**src/rtl/serial_parity_rx.sv**
```systemverilog
// Serial parity receiver: deserialises DATA_W LSB-first bits plus parity, flags parity mismatch.
// Latency: data_out/par_err/data_vld registered, valid the cycle after the parity bit is sampled.
// Backpressure: none; every qualified bit is accepted. Optional error counter under `ERR_CNT_EN`.
module serial_parity_rx #(
    parameter int DATA_W = 3,
    parameter bit ODD    = 1'b0
) (
    input  logic              clk,
    input  logic              rst_n,
    input  logic              bit_in,
    input  logic              bit_vld,
    input  logic              sof,
    output logic [DATA_W-1:0] data_out,
    output logic              data_vld,
    output logic              par_err,
    output logic              busy
`ifdef ERR_CNT_EN
    ,
    output logic [7:0]        err_cnt,
    input  logic              err_clr
`endif
);

    localparam int IDX_W = $clog2(DATA_W + 1);

    typedef enum logic [1:0] {
        IDLE = 2'd0,
        DATA = 2'd1,
        PAR  = 2'd2
    } state_t;

    state_t              state, state_nxt;
    logic [IDX_W-1:0]    idx, idx_nxt;
    logic [DATA_W-1:0]   shreg, shreg_nxt;
    logic                par_acc, par_nxt;
    logic                emit;
    logic                emit_err;

    // sof restarts from any state, so a partial frame is simply overwritten.
    always_comb begin
        state_nxt = state;
        idx_nxt   = idx;
        shreg_nxt = shreg;
        par_nxt   = par_acc;
        emit      = 1'b0;
        emit_err  = bit_in ^ par_acc ^ ODD;

        if (bit_vld && sof) begin
            shreg_nxt    = '0;
            shreg_nxt[0] = bit_in;
            par_nxt      = bit_in;
            idx_nxt      = IDX_W'(1);
            state_nxt    = (DATA_W == 1) ? PAR : DATA;
        end else if (bit_vld) begin
            case (state)
                DATA: begin
                    for (int i = 0; i < DATA_W; i++) begin
                        if (idx == IDX_W'(i)) begin
                            shreg_nxt[i] = bit_in;
                        end
                    end
                    par_nxt = par_acc ^ bit_in;
                    idx_nxt = idx + IDX_W'(1);
                    if (idx == IDX_W'(DATA_W - 1)) begin
                        state_nxt = PAR;
                    end
                end
                PAR: begin
                    emit      = 1'b1;
                    state_nxt = IDLE;
                end
                default: begin
                end
            endcase
        end
    end

    always_ff @(posedge clk or negedge rst_n) begin
        if (!rst_n) begin
            state   <= IDLE;
            idx     <= '0;
            shreg   <= '0;
            par_acc <= 1'b0;
        end else begin
            state   <= state_nxt;
            idx     <= idx_nxt;
            shreg   <= shreg_nxt;
            par_acc <= par_nxt;
        end
    end

    always_ff @(posedge clk or negedge rst_n) begin
        if (!rst_n) begin
            data_out <= '0;
            data_vld <= 1'b0;
            par_err  <= 1'b0;
        end else begin
            data_vld <= emit;
            if (emit) begin
                data_out <= shreg;
                par_err  <= emit_err;
            end
        end
    end

    assign busy = (state != IDLE);

`ifdef ERR_CNT_EN
    // Counts at the parity edge so err_cnt moves in the same cycle data_vld is seen.
    always_ff @(posedge clk or negedge rst_n) begin
        if (!rst_n) begin
            err_cnt <= '0;
        end else if (err_clr) begin
            err_cnt <= '0;
        end else if (emit && emit_err && (err_cnt != 8'hFF)) begin
            err_cnt <= err_cnt + 8'd1;
        end
    end
`endif

endmodule

```
**config.mk**
```make
export PLATFORM = sky130hd
export DESIGN_NAME = serial_parity_rx
export DESIGN_NICKNAME = d
export VERILOG_FILES = /design/src/rtl/serial_parity_rx.sv
export SDC_FILE = /design/constraint.sdc
export NUM_CORES = 1
export LEC_CHECK = 0
export BUFFER_PORTS_ARGS = -buffer_cell sky130_fd_sc_hd__buf_2
export CAP_MARGIN = 20
export CORE_MARGIN = 5
export CORE_UTILIZATION = 30
export DETAILED_ROUTE_END_ITERATION = 10
export PLACE_DENSITY_LB_ADDON = 0.08
export SKIP_CTS_REPAIR_TIMING = 1
export SYNTH_ARGS = -nofsm -noshare
export SYNTH_HDL_FRONTEND = slang
export SYNTH_SLANG_ARGS = --single-unit
export TNS_END_PERCENT = 50
```
**constraint.sdc**
```tcl
create_clock -name clk -period 2 [get_ports clk]
set_clock_uncertainty 0.2 [all_clocks]
set_input_delay 0.2 -clock clk [delete_from_list [all_inputs] [get_ports clk]]
set_output_delay 0.2 -clock clk [all_outputs]
set_load 0.02 [all_outputs]
```
==> results of run 1 <==
-- placed cells by master (no fill, tap or decap) --
master         count
and3_2             2
mux2_4             3
clkbuf_4           3
o21ai_0            1
nor2_1             1
o21a_1             2
buf_2             10
and3b_1            1
inv_1              2
a21boi_2           1
o2bb2ai_1          1
dlygate4sd3_1      1
nand2b_1           1
mux2_2             1
dfrtp_1           13
a21oi_1            3
ha_1               3
mux2i_1            2
nand2_1            3
a21boi_0           2
and4bb_2           1
nor3_1             1
and4b_1            1
or2_2              1
clkbuf_1           1
o22a_2             1
xnor2_1            2
o22ai_1            1
nor3_2             1
-- report_power, final --
part | switching, W | internal (W) | total, W
sequential | 0.0000633 | 0.000349 | 0.000413
clock | 0.0000876 | 0.0000773 | 0.000165
combinational | 0.000185 | 0.000172 | 0.000356
-- logic make-up after synthesis --
group / after synthesis
buffers and inverters: 5
adder cells (fa/ha/maj): 3
multiplexers: 6
AO/OA/AOI/OAI: 12
AND/OR/NAND/NOR: 13
XOR/XNOR: 2
flip-flops: 13
-- final cells by class --
cell class / instances / share of cell area, %
timing repair buffer: 11 / 7.89
inverter: 2 / 0.987
multi-input combinational: 36 / 40.3
clock buffer: 4 / 3.45
tap: 28 / 4.61
sequential: 13 / 42.8
-- worst max path at each step --
stage                          from                   end  slack, ns  depth (start not counted)
6_report       state[1]$_DFFE_PN0P_                  busy       0.44                          2
5_1_grt        state[0]$_DFFE_PN0P_  shreg[0]$_DFFE_PN0P_       0.40                          3
4_1_cts        state[1]$_DFFE_PN0P_                  busy       0.44                          2
3_5_place_dp   state[0]$_DFFE_PN0P_  shreg[0]$_DFFE_PN0P_       0.49                          3
3_3_place_gp   state[0]$_DFFE_PN0P_  shreg[0]$_DFFE_PN0P_       0.50                          3
2_1_floorplan  state[0]$_DFFE_PN0P_  shreg[0]$_DFFE_PN0P_       0.56                          4
-- flip-flops by register name, indices dropped and copies added (netlist names) --
register	count
idx	2
par_err	1
data_out	3
shreg	3
data_vld	1
state	2
par_acc	1
-- per-stage QoR --
| step | instance area, sq um | hold WS [ns] | util [%] |
|---|---|---|---|
| floorplan | 673 | -0.296 | - |
| global route | 761 | 0.0320 | 35.1 |
| detailed placement | 724 | -0.0857 | 33.4 |
| global placement | 724 | -0.0793 | 33.4 |
| CTS | 751 | -0.394 | 34.6 |
| finish | 761 | 0.00684 | 35.1 |
-- worst max-delay path, cell delays in order (launching register included) --
cell	delay (ns)
dfrtp_1	0.42
or2_2	0.30
buf_2	0.16
-- metal layers --
metal  wire length [um]  track usage [%]  vias up
met3                 68             4.07        0
met1                595             11.0      200
met4                  0            0.993        0
li1                   -                -      214
met5                  0                0        -
met2                568             12.3       10
==> results.md, run 1 <==
- # DRC: 0
- Final ANT Viol Nets: 0
- Outcome: complete, no violations
- Power Total: 0.000934 W
- Antenna Cells: 0
- Ys flop type: dfrtp_1
- Setup ws final: 0.442 ns
- Synthesis-stage register bit count: 13
- Worst Tran Pin Value: 0.332 ns
- Die width: 57.4 um
- CTS tree: yes
- End of the worst register-to-register path: shreg[0]$_DFFE_PN0P_
- Syn nets: 62
- Avg Cell Area, Syn: 12.5 sq um
- Placed Instances: 89
- Finished Layout Cells: 94
- Synth Area in Compound Gates: 12.8%
- Vias: 424
- Reg-to-reg startpoint: state[1]$_DFFE_PN0P_
- FF+latch area: 325 sq um
- Worst VDD drop: 0.000466 V
- Core area: 2170 sq um
- Combinational family with the most area after synthesis: simple AND/OR/NAND/NOR gates
- Leakage: 0.368 nW
- Initial antenna violation count: 0
- Multiplexer share of the synthesized area: 11.3%
- # IOs: 11
- Tot GR Track Use: 8.21%
- Final net count: 75
- Crit Path Max Fanout: 5
- CTS sink count: 13
- H-tree depth: 1
- Synth top area cells: dfrtp_1 (48%), mux2_4 (6.7%), ha_1 (5.6%), buf_6 (5.0%), mux2i_1 (3.0%)
- Layout cells sized above 1: 36.4%
- Pre-Repair DR Iteration Count: 4
- Pre-CTS setup slack: 0.487 ns
- Fillcell total: 230
- Worst setup SP type: register
- Min-Delay Endpoint: idx[1]$_DFFE_PN0P_
- Sum Neg Setup Slack: 0 ns
- Data required, critical path: 1.60 ns
- Worst path arrival time: 1.16 ns
- Hold_sp: sof
- Synth async-reset ratio: 100%
- Row count: 17
- Post-Syn Instances: 54
- Setup crit end kind: output pin
- Hold Path Depth: 2
- Largest buffer count on any clock path: 2
- WL per Instance: 13.1 um
- Slew margin rel.: 77.8%
- Vias in the first global route: 429
- Starting Density: 31.0%
- CTS Buf Count: 3
- Power Density: 1230 nW/um^2
- Area of the multi-input gates: 307 sq um
- Final setup viols: 0
- Sequential-to-total area share from yosys stat: 48.3%
- Post-synthesis simple-gate area fraction: 13.2%
- Worst setup path category: reg -> out
- Worst hold path class: in -> reg
- Yosys top cell by area: dfrtp_1
- Minimum clock period: 1.56 ns
- Most common cell in the netlist: dfrtp_1
- Yosys cell types: 26
- GP Congestion: 0.760
- Synth Area in Adders: 5.58%
- Fin. max-slew vios: 0
- Worst-Skew Late Latency: 0.28 ns
- Die ar.: 3290 sq um
- Die height: 57.4 um
- Largest net degree at the start of global routing: 14
- RSZ-0062 raised after global routing: false
- P&R area growth vs syn: 13.0%
- Final hold viol count: 0
- Synth top area share: 48.3%
- Final Cycle Share: 77.9%
- Port bufs: 10
- Yosys warnings: 0
- Initial DRC Count: 3
- Clk root buf: clkbuf_4
- XOR/XNOR share of the synthesized area: 2.60%
- WL final: 1230 um
- Grt ovf: 0
- Post-synth EDFFs: 0
- Worst R2R Path Depth: 3
- Mapped Area: 673 sq um
- Max_cap viols: 0
- Worst R2R Setup Slack: 0.45 ns
- Routed vias/inst: 4.51
- First-pass GRT wire length: 2070 um
- CTS clk-pin slew, worst paths: 0.09 ns
- Max Fclk: 0.642 GHz
No activity file was read; power rests on OpenSTA's default activity.
==> inputs of run 2 (changes only) <==
- clock period: 2 -> 1.39 ns (I/O delays scaled with it)
==> run 2 against run 1 <==
The flow now finishes with violations (negative setup slack). Combinational power increased by 92%. Non-clock buffer count is 8 higher. Sequential cell count did not move. Worst setup slack worse by 0.54 ns. Critical path depth is 1 higher. Sequential power is 41% higher. Die area stayed put. First-iteration DRC count down 67%. Global-route usage increased by 0.26 points. Sequential share of layout area shrank 5.0 points. Final cell count is 8.5% higher.
==> results.md, run 2 (synthesis gave the netlist of run 1 again) <==
- Outcome: complete, but fails checks
- Failing checks: negative setup slack
- Biggest regs: data_out (3), shreg (3)
- Minimum clock period: 1.49 ns
- Initial DRC Count: 1
- GP Congestion: 0.753
- Fillcell total: 233
- Clk root buf: clkbuf_4
- Setup crit end kind: output pin
- Top cell by count, worst path: buf_6
- Hold Path Depth: 2
- Data required, critical path: 1.05 ns
- Pre-Repair DR Iteration Count: 2
- Worst R2R Path Depth: 3
- Final setup viols: 5
- RSZ-0062 raised after global routing: true
- Worst-Skew Late Latency: 0.27 ns
- Vias: 450
- Largest net degree at the start of global routing: 14
- Placed Instances: 97
- Worst path max stage delay: 0.41 ns
- Die ar.: 3290 sq um
- WL final: 1220 um
- Max_cap viols: 0
- CTS tree: yes
- H-tree depth: 1
- Slew margin rel.: 80.5%
- Tot GR Track Use: 8.47%
- Worst VDD drop: 0.000616 V
- CTS Buf Count: 3
- Finished Layout Cells: 102
- Slowest CP cell: dfrtp_1
- Worst setup path category: reg -> out
- Grt ovf: 0
- Die width: 57.4 um
- Worst path arrival time: 1.15 ns
- Most frequent cells in the layout: dfrtp_1 (13), buf_2 (9), buf_4 (6)
- Initial antenna violation count: 0
- Worst setup SP type: register
- P&R area growth vs syn: 28.1%
- Final hold viol count: 0
- # DRC: 0
- Crit Path Max Fanout: 3
- First-pass GRT wire length: 2090 um
- Core area: 2170 sq um
- Worst hold path class: in -> reg
- Final Cycle Share: 107%
- Worst Tran Pin Value: 0.293 ns
- Most common cell after layout, fill and taps aside: dfrtp_1
- Final net count: 83
- CTS sink count: 13
- Post-layout util: 39.7%
- Die height: 57.4 um
- Cell-by-cell listing of the critical path: buf_6 -> or2_4 -> buf_6
- Vias in the first global route: 452
- Antenna Cells: 0
- Routed vias/inst: 4.41
- Fin. max-slew vios: 0
- Design Area, Final: 862 sq um
- Starting Density: 31.0%
- Row count: 17
- Dpl cell area: 788 sq um
- Max Fclk: 0.671 GHz
- Hold_ws: 0.00805 ns
- Port bufs: 10
- Setup ws final: -0.0992 ns
- WL per Instance: 12.0 um
- Final ANT Viol Nets: 0
- CTS clk-pin slew, worst paths: 0.08 ns
- Leakage: 0.417 nW
- Power Density: 1740 nW/um^2
- Layout cells sized above 1: 45.9%
- Largest buffer count on any clock path: 2
- # IOs: 11
==> run 2: worst paths after layout <==
kind	from	end	slack, ns
setup / recovery	state[0]$_DFFE_PN0P_	busy	-0.1
hold / removal	bit_in	shreg[0]$_DFFE_PN0P_	0.008
setup reg to reg	state[0]$_DFFE_PN0P_	shreg[0]$_DFFE_PN0P_	-0.08
hold reg to reg	data_out[2]$_DFFE_PN0P_	data_out[2]$_DFFE_PN0P_	0.31
max in group asynchronous	rst_n	state[1]$_DFFE_PN0P_	0.69
min in group asynchronous	rst_n	data_out[2]$_DFFE_PN0P_	0.08
==> run 2: report_power, final <==
group	total (W)	leakage (nW)	switching, W	internal (W)
logic	0.000682	0.236	0.000309	0.000373
registers	0.000582	0.166	0.0000791	0.000503
clock network	0.000233	0.0150	0.000122	0.000111
==> run 2: final cells by class <==
type,instances,area [sq um],area share [%]
multi-input cells,36,334,38.8
inverters,2,7.51,0.871
well taps,28,35.0,4.06
repair buffers,19,134,15.5
flip-flops and latches,13,325,37.7
clock buffers,4,26.3,3.05
==> run 2: per-layer routing <==
| layer | GRT usage, % | vias up | share of wire (%) |
|---|---|---|---|
| met5 | 0 | - | 0 |
| met4 | 4.97 | 0 | 1.1 |
| met3 | 3.39 | 2 | 5.2 |
| met2 | 12.6 | 7 | 47 |
| met1 | 10.2 | 208 | 46 |
| li1 | - | 233 | - |
==> run 2: critical path: cells and delay by family, from the launching register on <==
kind                   cells  cell delay, ns
and+or+nand+nor            1            0.22
buffers and inverters      2            0.26
DFF                        1            0.41
==> run 2: metrics by stage <==
step	power, W	setup slack (ns)	TNS [ns]
2_1_floorplan	0.00101	-0.0428	-0.0554
6_report	0.00150	-0.0992	-0.336
4_1_cts	0.00144	-0.188	-0.560
5_1_grt	0.00162	-0.144	-0.558
3_3_place_gp	0.00120	-0.0825	-0.215
3_5_place_dp	0.00120	-0.0952	-0.194
==> inputs of run 3 (changes only) <==
- RECOVER_POWER: default -> 50
==> run 3 against run 2 <==
Via count did not move. Register-to-register slack barely moved. Sequential share of layout area rose by 0.055 points. Fmax did not move. Clock-buffer cell count did not move. Final cell count did not move. Critical endpoint unchanged. The flow still finishes with violations (negative setup slack). Power barely moved. Worst setup slack did not move. Non-clock buffer count did not move. Cell area fell by 0.15%.
==> results.md, run 3 (synthesis gave the netlist of run 1 again) <==
- Outcome: complete, but fails checks
- Failing checks: negative setup slack
- Design Area, Final: 861 sq um
- Worst-Skew Late Latency: 0.27 ns
- Largest buffer count on any clock path: 2
- # DRC: 0
- Antenna Cells: 0
- Grt ovf: 0
- Final hold viol count: 0
- Worst path arrival time: 1.15 ns
- Tot GR Track Use: 8.47%
- Setup crit end kind: output pin
- Initial antenna violation count: 0
- Largest net degree at the start of global routing: 14
- Vias: 450
- Hold_sp: bit_in
- Top cell by count, worst path: buf_6
- Startpoint of the worst setup timing path: state[0]$_DFFE_PN0P_
- Slowest CP cell: dfrtp_1
- Pre-Repair DR Iteration Count: 2
- Core area: 2170 sq um
- Final ANT Viol Nets: 0
- Fin. max-slew vios: 0
- Routed vias/inst: 4.41
- Clk root buf: clkbuf_4
- Minimum clock period: 1.49 ns
- Initial DRC Count: 1
- Most frequent cells in the layout: dfrtp_1 (13), buf_2 (8), buf_4 (6)
- Area of the multi-input gates: 334 sq um
- First-pass GRT wire length: 2090 um
- Final setup viols: 5
- Worst setup SP type: register
- Worst Tran Pin Value: 0.698 ns
- Final net count: 83
- Power Total: 0.00150 W
- Worst VDD drop: 0.000616 V
- Pre-CTS setup slack: -0.0952 ns
- WL per Instance: 12.0 um
- Row count: 17
- Reg-to-reg startpoint: state[0]$_DFFE_PN0P_
- Kind of cell adding the most delay to the critical path: flip-flops
- GP Congestion: 0.753
- Most common cell after layout, fill and taps aside: dfrtp_1
- Post-layout util: 39.7%
- P&R area growth vs syn: 27.9%
- Leakage: 0.414 nW
- Slew margin rel.: 53.5%
- FF+latch area: 325 sq um
- Biggest regs: data_out (3), shreg (3)
- Starting Density: 31.0%
- # IOs: 11
- Placed Instances: 97
- Max Fclk: 0.671 GHz
- Dpl cell area: 788 sq um
- Setup ws final: -0.0992 ns
- Finished Layout Cells: 102
- Worst hold path class: in -> reg
- CTS Buf Count: 3
- Die width: 57.4 um
- CTS sink count: 13
- WL final: 1220 um
- Die height: 57.4 um
- CTS tree: yes
- Data required, critical path: 1.05 ns
- Worst setup path category: reg -> out
- Power Density: 1740 nW/um^2
- WP buf/inv: 2
- Die ar.: 3290 sq um
- H-tree depth: 1
- Port bufs: 10
- RSZ-0062 raised after global routing: true
- Final Cycle Share: 107%
- Layout cells sized above 1: 44.6%
- Vias in the first global route: 452
- Worst path max stage delay: 0.41 ns
- Crit Path Max Fanout: 3
- Fillcell total: 232
- CTS clk-pin slew, worst paths: 0.08 ns
- Max_cap viols: 0
- Cell-by-cell listing of the critical path: buf_6 -> or2_4 -> buf_6
[run 3: area by class of cell]
type | count | share of cell area [%]
multi-input cells | 36 | 38.8
flip-flops and latches | 13 | 37.8
repair buffers | 19 | 15.4
well taps | 28 | 4.07
clock buffers | 4 | 3.05
inverters | 2 | 0.872
[run 3: worst paths after layout]
path                                                 to  slack, ns  cells after the start
worst max-delay path                               busy       -0.1                      3
max in group asynchronous          state[1]$_DFFE_PN0P_       0.33                      2
min in group asynchronous       data_out[2]$_DFFE_PN0P_       0.22                      2
worst max register to register     shreg[0]$_DFFE_PN0P_      -0.08                      3
worst min register to register  data_out[2]$_DFFE_PN0P_       0.31                      1
worst min-delay path               shreg[0]$_DFFE_PN0P_      0.008                      2
[run 3: worst reg2reg max path, cell delays in order (launching register included)]
cell,delay (ns)
dfrtp_1,0.41
and3b_2,0.28
a21boi_2,0.16
mux2_4,0.30
[run 3: through the flow]
stage | hold WS (ns) | setup TNS [ns]
floorplan | -0.357 | -0.0554
global placement | -0.149 | -0.215
detailed placement | -0.152 | -0.194
CTS | -0.457 | -0.560
global route | 0.00955 | -0.558
finish | 0.00805 | -0.336
[run 3: power breakdown]
group          switching, W  internal [W]  leakage [nW]
Combinational      0.000309      0.000372         0.233
Sequential        0.0000791      0.000503         0.166
Clock              0.000122      0.000111        0.0150
[run 3: layer usage]
metal,global-route usage (%),routed length [um]
met2,12.6,580
met4,4.97,14
met1,10.2,562
met3,3.39,63
met5,0,0
